## src/rtl/matrix_op_sequencer.sv

```systemverilog
// ---------------------------------------------------------------------------
// matrix_op_sequencer
//
// Command-driven controller that carries one matrix ALU operation from start
// to finish. For each accepted command it fetches two 256-bit (4x4x16)
// matrices from main memory and loads them into the matrix ALU. It then
// triggers the compute, reads the result back and writes it to main memory.
// The 256-bit data passes through unchanged; no arithmetic is done here.
// Only ADD (opcode 4'h1) is supported. Any other opcode finishes right away
// with an error and produces no bus activity.
//
// Parameters
//   MEM_LAT     main-memory read latency in cycles (>= 1)
//   ALU_BASE    value placed on AluAddr[15:12] to select the matrix ALU
//
// Ports
//   Clk         clock, all logic on the rising edge
//   nReset      synchronous active-low reset
//   CmdValid    command present
//   CmdReady    command can be accepted (IDLE only)
//   CmdOp       operation code
//   CmdSrc1     memory address of the first source matrix
//   CmdSrc2     memory address of the second source matrix
//   CmdDst      memory address for the result matrix
//   CmdDone     one-cycle completion pulse
//   CmdErr      qualifies CmdDone; 1 = unsupported opcode
//   Busy        high in every state except IDLE
//   OpCount     count of successful completions, wraps
//   MemAddr     main-memory address
//   MemnRead    active-low memory read strobe
//   MemnWrite   active-low memory write strobe
//   MemDataIn   memory read data
//   MemDataOut  memory write data
//   AluAddr     matrix ALU address {ALU_BASE, 4'h0, op, sub}
//   AlunRead    active-low ALU read strobe
//   AlunWrite   active-low ALU write strobe
//   AluDataOut  data sent to the ALU
//   AluDataIn   data returned by the ALU
// ---------------------------------------------------------------------------
module matrix_op_sequencer #(
    parameter int         MEM_LAT  = 2,
    parameter logic [3:0] ALU_BASE = 4'h2
) (
    input  logic         Clk,
    input  logic         nReset,
    input  logic         CmdValid,
    output logic         CmdReady,
    input  logic [3:0]   CmdOp,
    input  logic [15:0]  CmdSrc1,
    input  logic [15:0]  CmdSrc2,
    input  logic [15:0]  CmdDst,
    output logic         CmdDone,
    output logic         CmdErr,
    output logic         Busy,
    output logic [15:0]  OpCount,
    output logic [15:0]  MemAddr,
    output logic         MemnRead,
    output logic         MemnWrite,
    input  logic [255:0] MemDataIn,
    output logic [255:0] MemDataOut,
    output logic [15:0]  AluAddr,
    output logic         AlunRead,
    output logic         AlunWrite,
    output logic [255:0] AluDataOut,
    input  logic [255:0] AluDataIn
);

    localparam logic [3:0] OP_ADD = 4'h1;

    // ALU sub-addresses: two operand slots, result port, and compute trigger
    localparam logic [3:0] SUB_SRC1 = 4'h0;
    localparam logic [3:0] SUB_SRC2 = 4'h1;
    localparam logic [3:0] SUB_RES  = 4'h2;
    localparam logic [3:0] SUB_EXEC = 4'h3;

    // The wait counter is loaded with MEM_LAT-1, so it needs one bit when MEM_LAT is 1
    localparam int CNT_W = (MEM_LAT > 1) ? $clog2(MEM_LAT) : 1;
    localparam logic [CNT_W-1:0] LAT_M1 = CNT_W'(MEM_LAT - 1);

    typedef enum logic [3:0] {
        IDLE,
        ERR,
        MRD1,
        MWT1,
        AWR1,
        MRD2,
        MWT2,
        AWR2,
        EXEC,
        ARD,
        ACAP,
        MWR,
        DONE
    } state_t;

    state_t           state;
    state_t           nextState;
    logic [3:0]       opReg;
    logic [15:0]      src1Reg;
    logic [15:0]      src2Reg;
    logic [15:0]      dstReg;
    logic [255:0]     buffer;
    logic [CNT_W-1:0] waitCnt;

    // State register, command latch, memory wait counter, data buffer and
    // completion counter. A single buffer is enough because each matrix is
    // delivered to its destination before the next one is fetched. The wait
    // counter is armed in MRDx, so the capture happens on the MEM_LAT-th edge
    // after the read strobe.
    always_ff @(posedge Clk) begin
        if (!nReset) begin
            state   <= IDLE;
            opReg   <= '0;
            src1Reg <= '0;
            src2Reg <= '0;
            dstReg  <= '0;
            buffer  <= '0;
            waitCnt <= '0;
            OpCount <= '0;
        end else begin
            state <= nextState;
            if (state == IDLE && CmdValid) begin
                opReg   <= CmdOp;
                src1Reg <= CmdSrc1;
                src2Reg <= CmdSrc2;
                dstReg  <= CmdDst;
            end
            if (state == MRD1 || state == MRD2) begin
                waitCnt <= LAT_M1;
            end else if ((state == MWT1 || state == MWT2) && waitCnt != '0) begin
                waitCnt <= waitCnt - 1'b1;
            end
            if ((state == MWT1 || state == MWT2) && waitCnt == '0) begin
                buffer <= MemDataIn;
            end else if (state == ACAP) begin
                buffer <= AluDataIn;
            end
            if (state == DONE) begin
                OpCount <= OpCount + 16'd1;
            end
        end
    end

    // Next-state and bus decode. Every output falls back to its idle value:
    // strobes high and addresses and data at zero. The ALU ignores an idle
    // bus because AluAddr[15:12] does not match ALU_BASE. Each state drives
    // at most one bus and at most one strobe, so the memory and ALU buses
    // are never active in the same cycle.
    always_comb begin
        nextState  = state;
        CmdReady   = 1'b0;
        CmdDone    = 1'b0;
        CmdErr     = 1'b0;
        Busy       = 1'b1;
        MemAddr    = '0;
        MemnRead   = 1'b1;
        MemnWrite  = 1'b1;
        MemDataOut = '0;
        AluAddr    = '0;
        AlunRead   = 1'b1;
        AlunWrite  = 1'b1;
        AluDataOut = '0;

        unique case (state)
            IDLE: begin
                Busy     = 1'b0;
                CmdReady = 1'b1;
                if (CmdValid) begin
                    nextState = (CmdOp == OP_ADD) ? MRD1 : ERR;
                end
            end
            ERR: begin
                CmdDone   = 1'b1;
                CmdErr    = 1'b1;
                nextState = IDLE;
            end
            MRD1: begin
                MemAddr   = src1Reg;
                MemnRead  = 1'b0;
                nextState = MWT1;
            end
            MWT1: begin
                if (waitCnt == '0) begin
                    nextState = AWR1;
                end
            end
            AWR1: begin
                AluAddr    = {ALU_BASE, 4'h0, opReg, SUB_SRC1};
                AlunWrite  = 1'b0;
                AluDataOut = buffer;
                nextState  = MRD2;
            end
            MRD2: begin
                MemAddr   = src2Reg;
                MemnRead  = 1'b0;
                nextState = MWT2;
            end
            MWT2: begin
                if (waitCnt == '0) begin
                    nextState = AWR2;
                end
            end
            AWR2: begin
                AluAddr    = {ALU_BASE, 4'h0, opReg, SUB_SRC2};
                AlunWrite  = 1'b0;
                AluDataOut = buffer;
                nextState  = EXEC;
            end
            EXEC: begin
                AluAddr   = {ALU_BASE, 4'h0, opReg, SUB_EXEC};
                nextState = ARD;
            end
            ARD: begin
                AluAddr   = {ALU_BASE, 4'h0, opReg, SUB_RES};
                AlunRead  = 1'b0;
                nextState = ACAP;
            end
            ACAP: begin
                AluAddr   = {ALU_BASE, 4'h0, opReg, SUB_RES};
                nextState = MWR;
            end
            MWR: begin
                MemAddr    = dstReg;
                MemnWrite  = 1'b0;
                MemDataOut = buffer;
                nextState  = DONE;
            end
            DONE: begin
                CmdDone   = 1'b1;
                nextState = IDLE;
            end
            default: begin
                nextState = IDLE;
            end
        endcase
    end

endmodule

```

## config.mk

```make
export PLATFORM = sky130hd
export DESIGN_NAME = matrix_op_sequencer
export DESIGN_NICKNAME = d
export VERILOG_FILES = /design/src/rtl/matrix_op_sequencer.sv
export SDC_FILE = /design/constraint.sdc
export NUM_CORES = 1
export LEC_CHECK = 0
export BUFFER_PORTS_ARGS = -buffer_cell sky130_fd_sc_hd__buf_2
export CAP_MARGIN = 30
export CORE_AREA = 2 2 446 448
export CTS_CLUSTER_DIAMETER = 80
export DETAILED_ROUTE_END_ITERATION = 12
export DIE_AREA = 0 0 448 450
export SYNTH_ARGS = -nofsm -noshare
export SYNTH_HDL_FRONTEND = slang
export SYNTH_SLANG_ARGS = --single-unit
export TNS_END_PERCENT = 5
```

## constraint.sdc

```tcl
create_clock -name Clk -period 3.9 [get_ports Clk]
set_input_delay 0.39 -clock Clk [delete_from_list [all_inputs] [get_ports Clk]]
set_output_delay 0.39 -clock Clk [all_outputs]
set_load 0.005 [all_outputs]
```

==> metrics.md <==
| Metric | Value |
|---|---|
| Number of synthesis warnings | `0` |
| Via count | `~25,000` |
| Synth Register Bits | `roughly 330` |
| Initial antenna violation count | `between 100 and 150` |
| Post-synthesis async set-or-reset flop share | `0%` |
| CTS max path bufs | `3` |
| Leak Pwr | `between 10 and 15 nW` |
| Global router's overall resource usage | `approximately 17%` |
| Signal arrival time at the worst endpoint | `around 3200 ps` |
| Data required time at the worst endpoint | `between 3000 and 4000 ps` |
| Resize count post-CTS | `0` |
| X dimension of the die | `about 450 um` |
| Iteration-0 DRC count of the detailed router | `roughly 2,400` |
| Vias in the first global route | `24,200` |
| RSZ-0062 raised after global routing | `no` |
| Worst voltage drop across the vdd grid | `roughly 370 uV` |
| Wire length per cell | `~28 um` |
| Result of the run | `finished clean` |
| Starting Density | `8.96%` |
| Areal power density over the cells | `299 nW/um^2` |
| Sum Neg Setup Slack | `0 ps` |
| IO Port Bufs | `1,125` |
| Nature of the critical path startpoint | `flip-flop` |
| H-tree depth | `2` |
| Aggregate global routing overflow | `0` |
| Clock power frac | `a little over half` |
| Minimum clock period | `roughly 3600 ps` |
| Number of remaining DRC errors | `0` |
| Max_slew headroom | `roughly 38%` |
| DIE HEIGHT | `~450 um` |
| TritonCTS clock tree | `built` |
| Placement row count | `between 150 and 200` |
| Router iterations before antenna repair | `8` |
| Remaining antenna violation count | `0` |
| Part of the power in registers | `a little over a third` |
| Clk sink count | `between 300 and 400` |
| Number of ports placed on the die boundary | `approximately 1,100` |
| Skew-Pair Late Insertion Delay | `between 600 and 700 ps` |
| Gate Count Post-Synth | `roughly 2,400` |
| Fraction of the yosys area taken by sequential cells | `37.4%` |
| Largest stage delay, worst path | `between 800 and 900 ps` |
| Average vias per placed instance | `between 3 and 4` |
| Cell types occupying the most area after synthesis | `sky130_fd_sc_hd__dfxtp_1, sky130_fd_sc_hd__and2_1, sky130_fd_sc_hd__nand2_1, sky130_fd_sc_hd__a311oi_1, sky130_fd_sc_hd__nor2_1` |
| Number of max-capacitance violations reported | `0` |
| Post-synthesis cell area | `between 15,000 and 20,000 um^2` |
| Detailed-route wire length | `about 180 mm` |
| Power after layout | `9.78 mW` |
| Top flip-flop cell by instance count after synthesis | `sky130_fd_sc_hd__dfxtp_1` |
| Total count of hold-check failures in the final report | `0` |
| Avg Synthesized Cell Area | `around 7.3 um^2` |
| Critical setup path kind | `flip-flop to primary output` |
| Die Area | `202,000 um^2` |
| Clk pin slew, worst setup/hold paths | `approximately 60 ps` |
| Area Growth Syn to Fin | `85.7%` |
| Portion of the clock cycle consumed by the worst path in the final layout | `between 90% and 100%` |
| Critical-path cell with the highest stage delay | `sky130_fd_sc_hd__dfxtp_1` |
| Worst Hold Class | `input pin to flip-flop` |
| Element type at the critical path end | `primary output` |
| Total of endpoints with negative setup slack in the final report | `0` |
| Worst-margin pin slew | `between 900 and 1000 ps` |
| Cell type with the largest total area after synthesis | `sky130_fd_sc_hd__dfxtp_1` |
| Total half-perimeter wirelength after legalization and detailed placement | `151 mm` |
| Net switching component of the power | `~2.7 mW` |
| Core Box Area | `just under 200,000 um^2` |
| Worst Path Max Fanout | `42` |
| Switching Fraction | `between 20% and 30%` |
| Number of synthesized flops with an enable pin | `0` |
| Cell internal pwr | `7.06 mW` |
| Clock root buffer master | `sky130_fd_sc_hd__clkbuf_16` |
| Number of buffers added by the clock tree synthesis step | `53` |
| Share of final-layout standard cells stronger than drive strength 1 | `between 30% and 40%` |
| Number of nets at the end of the flow | `between 4,000 and 5,000` |
| Combinational group share of total power | `a little under a tenth` |
| Post-route clock skew | `roughly 21 ps` |
| Global-route wire length before repair | `233 mm` |
| Placer Congestion | `1.05` |
| Area share of the leading cell type in the synthesized netlist | `37.4%` |
| Maximum number of pins on one net before global-route repair | `between 100 and 150` |
| Ordered list of cells on the worst path | `nor2b_1 -> nor3_2 -> buf_4 -> and2_1 -> buf_2` |
| Number of distinct library cells after synthesis | `45` |
| Number of max-slew violations in the final report | `0` |
| Peak Freq | `between 200 and 300 MHz` |
[synth_stat cells, drive strengths merged (5+ instances only)]
master / count
nand2: 629
and2: 516
dfxtp: 329
nor2: 270
a311oi: 256
clkbuf: 172
buf: 65
a21oi: 63
inv: 28
a222oi: 16
nand3: 8
nor2b: 7
ha: 6
nand4: 6
o21ai: 5
o31ai: 5
or4: 5
xnor2: 5
xor2: 5
[state kept, by name, indices dropped and copies added, names as in the netlist]
signal   cells
src2Reg     16
waitCnt      1
src1Reg     16
buffer     256
state        4
opReg        4
dstReg      16
OpCount     16
[stage by stage]
step           area (um^2)  utilization (%)  hold slack, ps  cells  worst slack, ps
3_5_place_dp         26200             13.3             447   6011              635
6_report             32700             16.6            51.4   6610              267
3_3_place_gp         26200             13.3             437   6010              665
2_1_floorplan        17600                -             432   2434             1620
5_1_grt              32700             16.6            41.1   6591             75.9
4_1_cts              32600             16.6          0.0507   6556              137
[path summary, 6_finish.rpt]
| check | to | cells past startpoint | slack [ps] | startpoint |
|---|---|---|---|---|
| worst max-delay path | AluDataOut[231] | 5 | 270 | state[1] |
| worst min-delay path | buffer[118] | 3 | 50 | MemDataIn[118] |
| worst max register to register | buffer[57] | 6 | 440 | state[1] |
| worst min register to register | src1Reg[14] | 2 | 460 | src1Reg[14] |
[cells by family (layout without fill, tap and decap cells)]
family | Yosys count | in the layout | synth area share (%)
adder cells (fa/ha/maj) | 6 | 6 | 0.426
buffers and inverters | 265 | 1746 | 6.22
multiplexers | 1 | 1 | 0.0639
flip-flops | 329 | 329 | 37.4
AO/OA/AOI/OAI | 354 | 354 | 16.2
XOR/XNOR | 10 | 10 | 0.497
other | 1 | 63 | 0.0213
AND/OR/NAND/NOR | 1460 | 1461 | 39.2
[timing repair]
item | in CTS | in global routing
hold endpoints to repair | 301 | 0
buffers inserted | 7 | 0
setup endpoints to repair | 1 | 0
hold buffers | 437 | 0
[metal layers]
| layer | track usage (%) | vias to the layer above | wire, um |
|---|---|---|---|
| li1 | - | 11100 | - |
| met1 | 21.0 | 12400 | 73300 |
| met2 | 29.3 | 1449 | 87700 |
| met3 | 4.48 | 282 | 15500 |
| met4 | 6.18 | 32 | 7330 |
| met5 | 0 | - | 205 |
[area by class of cell]
class | count | area [um^2]
diodes | 54 | 135
clock buffers | 67 | 1470
clock inverters | 33 | 440
fillers | 22600 | 164000
inverters | 28 | 113
multi-input cells | 1841 | 10000
flip-flops and latches | 329 | 6590
well taps | 2640 | 3300
repair buffers | 1618 | 10600
[power by group through the flow]
stage / clock network [mW] / logic, mW / registers (mW)
floorplan: 0 / 0.177 / 3.51
global placement: 0 / 0.635 / 3.56
detailed placement: 0 / 0.636 / 3.56
CTS: 5.50 / 0.925 / 3.49
global route: 5.59 / 0.983 / 3.49
finish: 5.35 / 0.936 / 3.49
[cells in the final DEF, fill, tap and decap left out, drive strengths merged, types with 2 or more instances in the layout]
master and n:
a21oi 63, a222oi 16, a311oi 256, and2 516
and3 4, and4 2, buf 1181, bufinv 7
clkbuf 67, clkinv 13, clkinvlp 5, conb 9
dfxtp 329, diode 54, dlygate4sd3 437, ha 6
inv 36, nand2 629, nand3 8, nand4 6
nor2 270, nor2b 7, nor3 4, nor3b 2
nor4b 2, o21ai 5, o221ai 2, o31ai 5
or4 5, xnor2 5, xor2 5
[worst max-delay path, delay by kind of cell (launching register included)]
family        cells  cell delay [ps]
simple gates      3              990
flops             1              820
buf+inv           2              710
Note: power is estimated with default switching activity, not from simulation.
